[src/rtl/vram_arbiter.sv]
// ---------------------------------------------------------------------------
// vram_arbiter
//  Shares the single-port 48K system RAM between the CPU and the video fetcher.
//  Each requester posts a one-cycle strobe that is latched as a pending request.
//  A three-state FSM (IDLE -> ACC -> DONE) runs one RAM access at a time against
//  a synchronous RAM with one cycle of read latency. Video wins ties unless the
//  CPU has already been passed over MAX_CPU_WAIT times.
//
//  Ports
//   clk, reset            system clock, synchronous active-high reset
//   cpu_req/we/addr/wdata CPU request strobe and its sampled fields
//   cpu_ack, cpu_rdata    CPU completion pulse and held read data
//   cpu_wait_n            low while a CPU access is pending or in flight
//   vid_req, vid_addr     video read strobe and 13-bit offset
//   vid_ack, vid_rdata    video completion pulse and read data
//   mem_addr/we/din       registered RAM command
//   mem_dout              RAM read data, one cycle after mem_addr
// ---------------------------------------------------------------------------
module vram_arbiter #(
    parameter int          MAX_CPU_WAIT = 3,
    parameter logic [15:0] RAM_BASE     = 16'h4000
) (
    input  logic        clk,
    input  logic        reset,
    input  logic        cpu_req,
    input  logic        cpu_we,
    input  logic [15:0] cpu_addr,
    input  logic [7:0]  cpu_wdata,
    output logic        cpu_ack,
    output logic [7:0]  cpu_rdata,
    output logic        cpu_wait_n,
    input  logic        vid_req,
    input  logic [12:0] vid_addr,
    output logic        vid_ack,
    output logic [7:0]  vid_rdata,
    output logic [15:0] mem_addr,
    output logic        mem_we,
    output logic [7:0]  mem_din,
    input  logic [7:0]  mem_dout
);

    localparam int SW = (MAX_CPU_WAIT < 1) ? 1 : $clog2(MAX_CPU_WAIT + 1);
    localparam logic [SW-1:0] STARVE_MAX = SW'(MAX_CPU_WAIT);

    typedef enum logic [1:0] {
        ST_IDLE = 2'd0,
        ST_ACC  = 2'd1,
        ST_DONE = 2'd2
    } state_t;

    state_t        state_r, state_s;
    logic          cpu_pend_r, cpu_we_r;
    logic [15:0]   cpu_addr_r;
    logic [7:0]    cpu_wdata_r;
    logic          vid_pend_r;
    logic [12:0]   vid_addr_r;
    logic          win_cpu_r;
    logic [SW-1:0] starve_r;

    logic grant_s, pick_cpu_s, cpu_accept_s, vid_accept_s, cpu_done_s, vid_done_s;

    // The pending flag covers both the queued and the in-flight phase.
    assign cpu_wait_n = ~cpu_pend_r;

    // Request acceptance and completion decode.
    always_comb begin
        cpu_accept_s = cpu_req && !cpu_pend_r && (cpu_addr >= RAM_BASE);
        vid_accept_s = vid_req && !vid_pend_r;
        cpu_done_s   = (state_r == ST_DONE) && win_cpu_r;
        vid_done_s   = (state_r == ST_DONE) && !win_cpu_r;
    end

    // Next-state logic and winner selection.
    always_comb begin
        state_s    = state_r;
        grant_s    = 1'b0;
        pick_cpu_s = 1'b0;
        case (state_r)
            ST_IDLE: begin
                if (cpu_pend_r || vid_pend_r) begin
                    grant_s = 1'b1;
                    state_s = ST_ACC;
                    // Video has priority until the CPU has been starved long enough.
                    if (cpu_pend_r && (!vid_pend_r || (starve_r >= STARVE_MAX))) begin
                        pick_cpu_s = 1'b1;
                    end else begin
                        pick_cpu_s = 1'b0;
                    end
                end else begin
                    state_s = ST_IDLE;
                end
            end
            ST_ACC:  state_s = ST_DONE;
            ST_DONE: state_s = ST_IDLE;
            default: state_s = ST_IDLE;
        endcase
    end

    // FSM state register.
    always_ff @(posedge clk) begin
        if (reset) begin
            state_r <= ST_IDLE;
        end else begin
            state_r <= state_s;
        end
    end

    // CPU request latch; the fields stay frozen while the request is pending.
    always_ff @(posedge clk) begin
        if (reset) begin
            cpu_pend_r  <= 1'b0;
            cpu_we_r    <= 1'b0;
            cpu_addr_r  <= 16'h0000;
            cpu_wdata_r <= 8'h00;
        end else if (cpu_accept_s) begin
            cpu_pend_r  <= 1'b1;
            cpu_we_r    <= cpu_we;
            cpu_addr_r  <= cpu_addr;
            cpu_wdata_r <= cpu_wdata;
        end else if (cpu_done_s) begin
            cpu_pend_r  <= 1'b0;
        end
    end

    // Video request latch.
    always_ff @(posedge clk) begin
        if (reset) begin
            vid_pend_r <= 1'b0;
            vid_addr_r <= 13'h0000;
        end else if (vid_accept_s) begin
            vid_pend_r <= 1'b1;
            vid_addr_r <= vid_addr;
        end else if (vid_done_s) begin
            vid_pend_r <= 1'b0;
        end
    end

    // Grant bookkeeping: winner, starvation counter and the RAM command.
    always_ff @(posedge clk) begin
        if (reset) begin
            win_cpu_r <= 1'b0;
            starve_r  <= '0;
            mem_addr  <= 16'h0000;
            mem_we    <= 1'b0;
            mem_din   <= 8'h00;
        end else if (grant_s) begin
            win_cpu_r <= pick_cpu_s;
            if (pick_cpu_s) begin
                starve_r <= '0;
                mem_addr <= cpu_addr_r - RAM_BASE;
                mem_we   <= cpu_we_r;
                mem_din  <= cpu_wdata_r;
            end else begin
                // Count only video grants that actually held off a waiting CPU.
                if (cpu_pend_r && (starve_r < STARVE_MAX)) begin
                    starve_r <= starve_r + 1'b1;
                end
                mem_addr <= {3'b000, vid_addr_r};
                mem_we   <= 1'b0;
            end
        end else begin
            mem_we <= 1'b0;
        end
    end

    // Completion: capture read data and pulse the winner's ack.
    always_ff @(posedge clk) begin
        if (reset) begin
            cpu_ack   <= 1'b0;
            vid_ack   <= 1'b0;
            cpu_rdata <= 8'h00;
            vid_rdata <= 8'h00;
        end else begin
            cpu_ack <= cpu_done_s;
            vid_ack <= vid_done_s;
            if (cpu_done_s && !cpu_we_r) begin
                cpu_rdata <= mem_dout;
            end
            if (vid_done_s) begin
                vid_rdata <= mem_dout;
            end
        end
    end

endmodule

[config.mk]
export PLATFORM = sky130hd
export DESIGN_NAME = vram_arbiter
export DESIGN_NICKNAME = d
export VERILOG_FILES = /design/src/rtl/vram_arbiter.sv
export SDC_FILE = /design/constraint.sdc
export NUM_CORES = 1
export LEC_CHECK = 0
export CORE_MARGIN = 1.5
export CORE_UTILIZATION = 51
export DETAILED_ROUTE_END_ITERATION = 16
export GPL_ROUTABILITY_DRIVEN = 0
export GPL_TIMING_DRIVEN = 0
export PLACE_DENSITY_LB_ADDON = 0.12
export RECOVER_POWER = 50
export SYNTH_ARGS = -nofsm -noshare
export SYNTH_HDL_FRONTEND = slang
export SYNTH_SLANG_ARGS = --single-unit
[constraint.sdc]
create_clock -name clk -period 2.3 [get_ports clk]
set_clock_uncertainty 0.05 [all_clocks]
set_input_delay 0.46 -clock clk [delete_from_list [all_inputs] [get_ports clk]]
set_output_delay 0.46 -clock clk [all_outputs]
set_load 0.05 [all_outputs]
* Yosys cells after proc, flatten, opt, wreduce, memory -nomap -nowiden
Cells that the tools add are included.
** Word-level totals
- Register bits :: 88
- Bits of input ports :: 50
- Output and inout bits :: 44
- Logic and storage cells :: 61
** Cells by class
- Add/sub/neg operators :: 2
- Order comparisons :: 3
- Equal/unequal tests :: 2
- Muxes and demuxes :: 14
- Bitwise gates (word level) :: 3
- Reductions and logical operators :: 21
** Operator list (number)
- $ge A16 B15 Y1 const B :: 1
- $mux W16 :: 1
- $sub A16 B15 Y16 const B :: 1
- $mux W1 :: 10
- $logic_and A1 B1 Y1 :: 8
- $reduce_bool A2 Y1 :: 3
- $logic_not A1 Y1 :: 4
- $mux W2 :: 2
- $pmux W2 S2 :: 1
- $reduce_and A2 Y1 :: 2
- $not A1 Y1 :: 3
- $reduce_or A3 Y1 :: 1
- $add A2 B1 Y2 const B :: 1
- $eq A2 B1 Y1 const B :: 1
- $eq A2 B2 Y1 const B :: 1
- $ge A2 B2 Y1 const B :: 1
- $logic_not A2 Y1 :: 1
- $logic_or A1 B1 Y1 :: 2
- $lt A2 B2 Y1 const B :: 1

* Longest topological paths before layout
- Depth after elaboration :: 8
- Depth in mapped cells :: 6
- Gate-level depth less buffers :: 4

* Worst setup path after synthesis
No wires, ideal clock.
- Kind :: reg2reg
- Start point :: reg starve_r[0]
- End point :: reg mem_addr[4]
- Library setup time :: 0.091 ns
- Data arrival time :: 1.359 ns
- Data required time :: 2.159 ns
- Path slack :: 0.800 ns
- Stages on the path, launching flop included :: 7
- Path buffers :: 2
- Clock period less this slack :: 1.500 ns
- Cell sequence :: dfxtp_1 > ha_1 > nand2b_1 > clkbuf_1 > clkbuf_1 > nand3_1 > a311oi_1
** On the way
- Longest elaborated chain between the ends :: 7
** Ends and longest elaborated chain
- start, declared :: line 58 : logic [SW-1:0] starve_r;
- start signal, assigned :: line 156 : starve_r <= starve_r + 1'b1;
- $ge A2 B2 Y1 :: line 84 : if (cpu_pend_r && (!vid_pend_r || (starve_r >= STARVE_MAX))) begin
- $logic_or A1 B1 Y1 :: line 84
- $logic_and A1 B1 Y1 :: line 84
- $mux W1 :: line 84
- $mux W1 :: line 80 : if (cpu_pend_r || vid_pend_r) begin
- $mux W1 :: line 78 : case (state_r)
- $mux W16 :: line 148 : if (pick_cpu_s) begin
- end signal, assigned :: line 150 : mem_addr <= cpu_addr_r - RAM_BASE;
- end signal, assigned :: line 158 : mem_addr <= {3'b000, vid_addr_r};
- end, declared :: line 36 : output logic [15:0] mem_addr,
No other way between the ends.
A chain may end at the register's enable or synchronous reset.

* Final worst setup path
- Start point :: reg cpu_pend_r
- End point :: out cpu_wait_n
** On the way
- Longest elaborated chain between the ends :: 1
** Ends and longest elaborated chain
- start, declared :: line 52 : logic cpu_pend_r, cpu_we_r;
- start signal, assigned :: line 111 : cpu_pend_r <= 1'b0;
- start signal, assigned :: line 116 : cpu_pend_r <= 1'b1;
- start signal, assigned :: line 121 : cpu_pend_r <= 1'b0;
- $not A1 Y1 :: line 63 : assign cpu_wait_n = ~cpu_pend_r;
- end, declared :: line 31 : output logic cpu_wait_n,
No other way between the ends.

==> run metrics <==
Longest Clk Path Bufs=2; H-Tree Depth=3; CTS tree=yes; die footprint=0.00717 mm^2; DR vias=3262; Final Hold Fails=0; largest net degree at the start of global routing=14; wire length per cell=15.4 um; post-layout util=71.9%; Arr. time, crit path=1.65 ns; most frequent cells in the layout=clkdlybuf4s50_1, dfxtp_1, a21oi_1, nand3_1, o21ai_0; min-delay worst type=reg2reg; pwr dens=739 mW/mm^2; Sequential Area=0.00176 mm^2; port buffer count=92; initial DRC count=190; critical path class=reg2out; Tcrit/Tclk final=93.7%; status=finished clean; area grow syn2layout=35.0%; Final nets=547; ranking of synthesized cells by area=dfxtp_1, a21oi_1, nand3_1; relative slew slack=34.4%; TritonCTS Sinks=88; hold_buf cts=0; crit-path max FO=10; Synth Flop Type=dfxtp_1; FF+latch count, synth=88; core area=0.00639 mm^2; Top-Level Pins=94; Via density=5.65; # setup viols final=0; initial antenna violation count=0; worst vdd ir=589 uV; GRT Resource Usage Total=25.6%; chip height=84.7 um; Yosys top cell by area=dfxtp_1; postcts setup bufs=0; # DRC=0; share of post-route cells with drive strength above 1=4.80%; Slew Viols, Final=0; Clock transition at path regs=0.08 ns; area of the multi-input gates=0.00147 mm^2; gr ovfl total=0; Syn Nets=444; vias in the first global route=3148; Setup crit end kind=output pin; post_cts resized=0; Yosys cell types=29; worst path required time=1.79 ns; drt first pass iters=5; Synth Cell Area=0.00340 mm^2; WHS=0.410 ns; number of synthesized flops with an enable pin=0; DP Cell Count=562; CTS buffer count=9; initial core utilization=53.3%; Critical Path Source Type=flop; first-pass GRT wire length=14.6 mm; Die X=84.7 um; Cell Rows=29; Clock Latency Late Sink=0.35 ns; Max Fclk=0.464 GHz; Synth Area per Inst=8.65 um^2; non-filler cells, final=577; # diodes=0; fillers=541; commonest non-fill, non-tap cell in the layout=clkdlybuf4s50_1; leakage power total=1.56 nW; Final ANT Viol Nets=0; RSZ-0062 raised after global routing=false; Clock Root Buffer=clkbuf_8; minimum clock period=2.16 ns; post-synthesis sequential area ratio=51.8%; Yosys top cell area share=51.8%; Synth async-reset ratio=0%; Post-DP HPWL=6.49 mm; Worst-Margin Slew=0.982 ns; maxcap violations=0; Yosys Warn Count=0; Final TNS setup=0 ns; final wirelength=8.90 mm; Cells after Synth=393
==> Yosys cell counts (all sizes together) (2+ instances only) <==
cell and number:
o21ai 48, a21oi 64, a311oi 13, nor3b 4, clkbuf 26, nor3 3, nand2b 4, nand3b 3
and2b 2, xnor2 2, nor2b 2, nor2 23, or2 3, dfxtp 88, mux2i 17, buf 10
nand2 29, nand3 46
==> path summary, 6_finish.rpt <==
path	from	endpoint	slack (ns)	cells past startpoint
min reg2reg	vid_addr_r[4]	vid_addr_r[4]	0.41	2
min	vid_addr_r[4]	vid_addr_r[4]	0.41	2
max reg2reg	cpu_pend_r	mem_din[4]	0.20	4
max	cpu_pend_r	cpu_wait_n	0.14	2
==> state kept, by name (all words and copies together) (netlist names), 2 cells and up <==
name,flops
vid_rdata,8
cpu_rdata,8
cpu_wdata_r,8
mem_addr,16
vid_addr_r,13
cpu_addr_r,16
mem_din,8
starve_r,2
state_r,2
==> metrics by stage <==
stage	total power, mW	cell area [um^2]	setup WS, ns
final	3.39	4590	0.145
after global routing	3.52	4590	0.0504
after CTS	3.39	4600	0.148
after detailed placement	2.38	4420	0.170
after global placement	2.37	4420	0.187
after floorplan	2.12	3400	0.800
==> layer usage <==
metal / track usage (%) / share of wire, %
met2: 43.5 / 49
met4: 8.06 / 2.0
met1: 31.6 / 43
met3: 6.98 / 5.5
met5: 0 / 0
==> logic make-up after synthesis <==
kind of cell               Yosys count  synth area share, %
buffers and inverters               37                 4.60
xor gates and xnor gates             2                0.515
adders and majority gates            1                0.368
DFF                                 88                 51.8
muxes                               17                 5.00
AOI/OAI and AO/OA                  126                 20.1
and+or+nand+nor                    122                 17.7
==> final cells by class <==
class | count | area share (%)
Timing Repair Buffer | 92 | 20.1
Clock inverter | 4 | 0.981
Tap cell | 77 | 2.10
Clock buffer | 11 | 3.08
Inverter | 1 | 0.0818
Multi-Input combinational cell | 268 | 32.1
Sequential cell | 88 | 38.4
Buffer | 36 | 3.27
==> critical path: stages (launching register included) <==
cell,delay (ns)
dfxtp_1,0.40
inv_1,0.09
clkdlybuf4s50_1,0.80
==> where the power goes <==
group          internal [mW]  total (mW)  switching, mW
sequential              1.62        1.68         0.0624
clock                  0.521        1.04          0.520
combinational          0.261       0.672          0.410
total                   2.40        3.39          0.992
No activity file was read; power rests on OpenSTA's default activity.
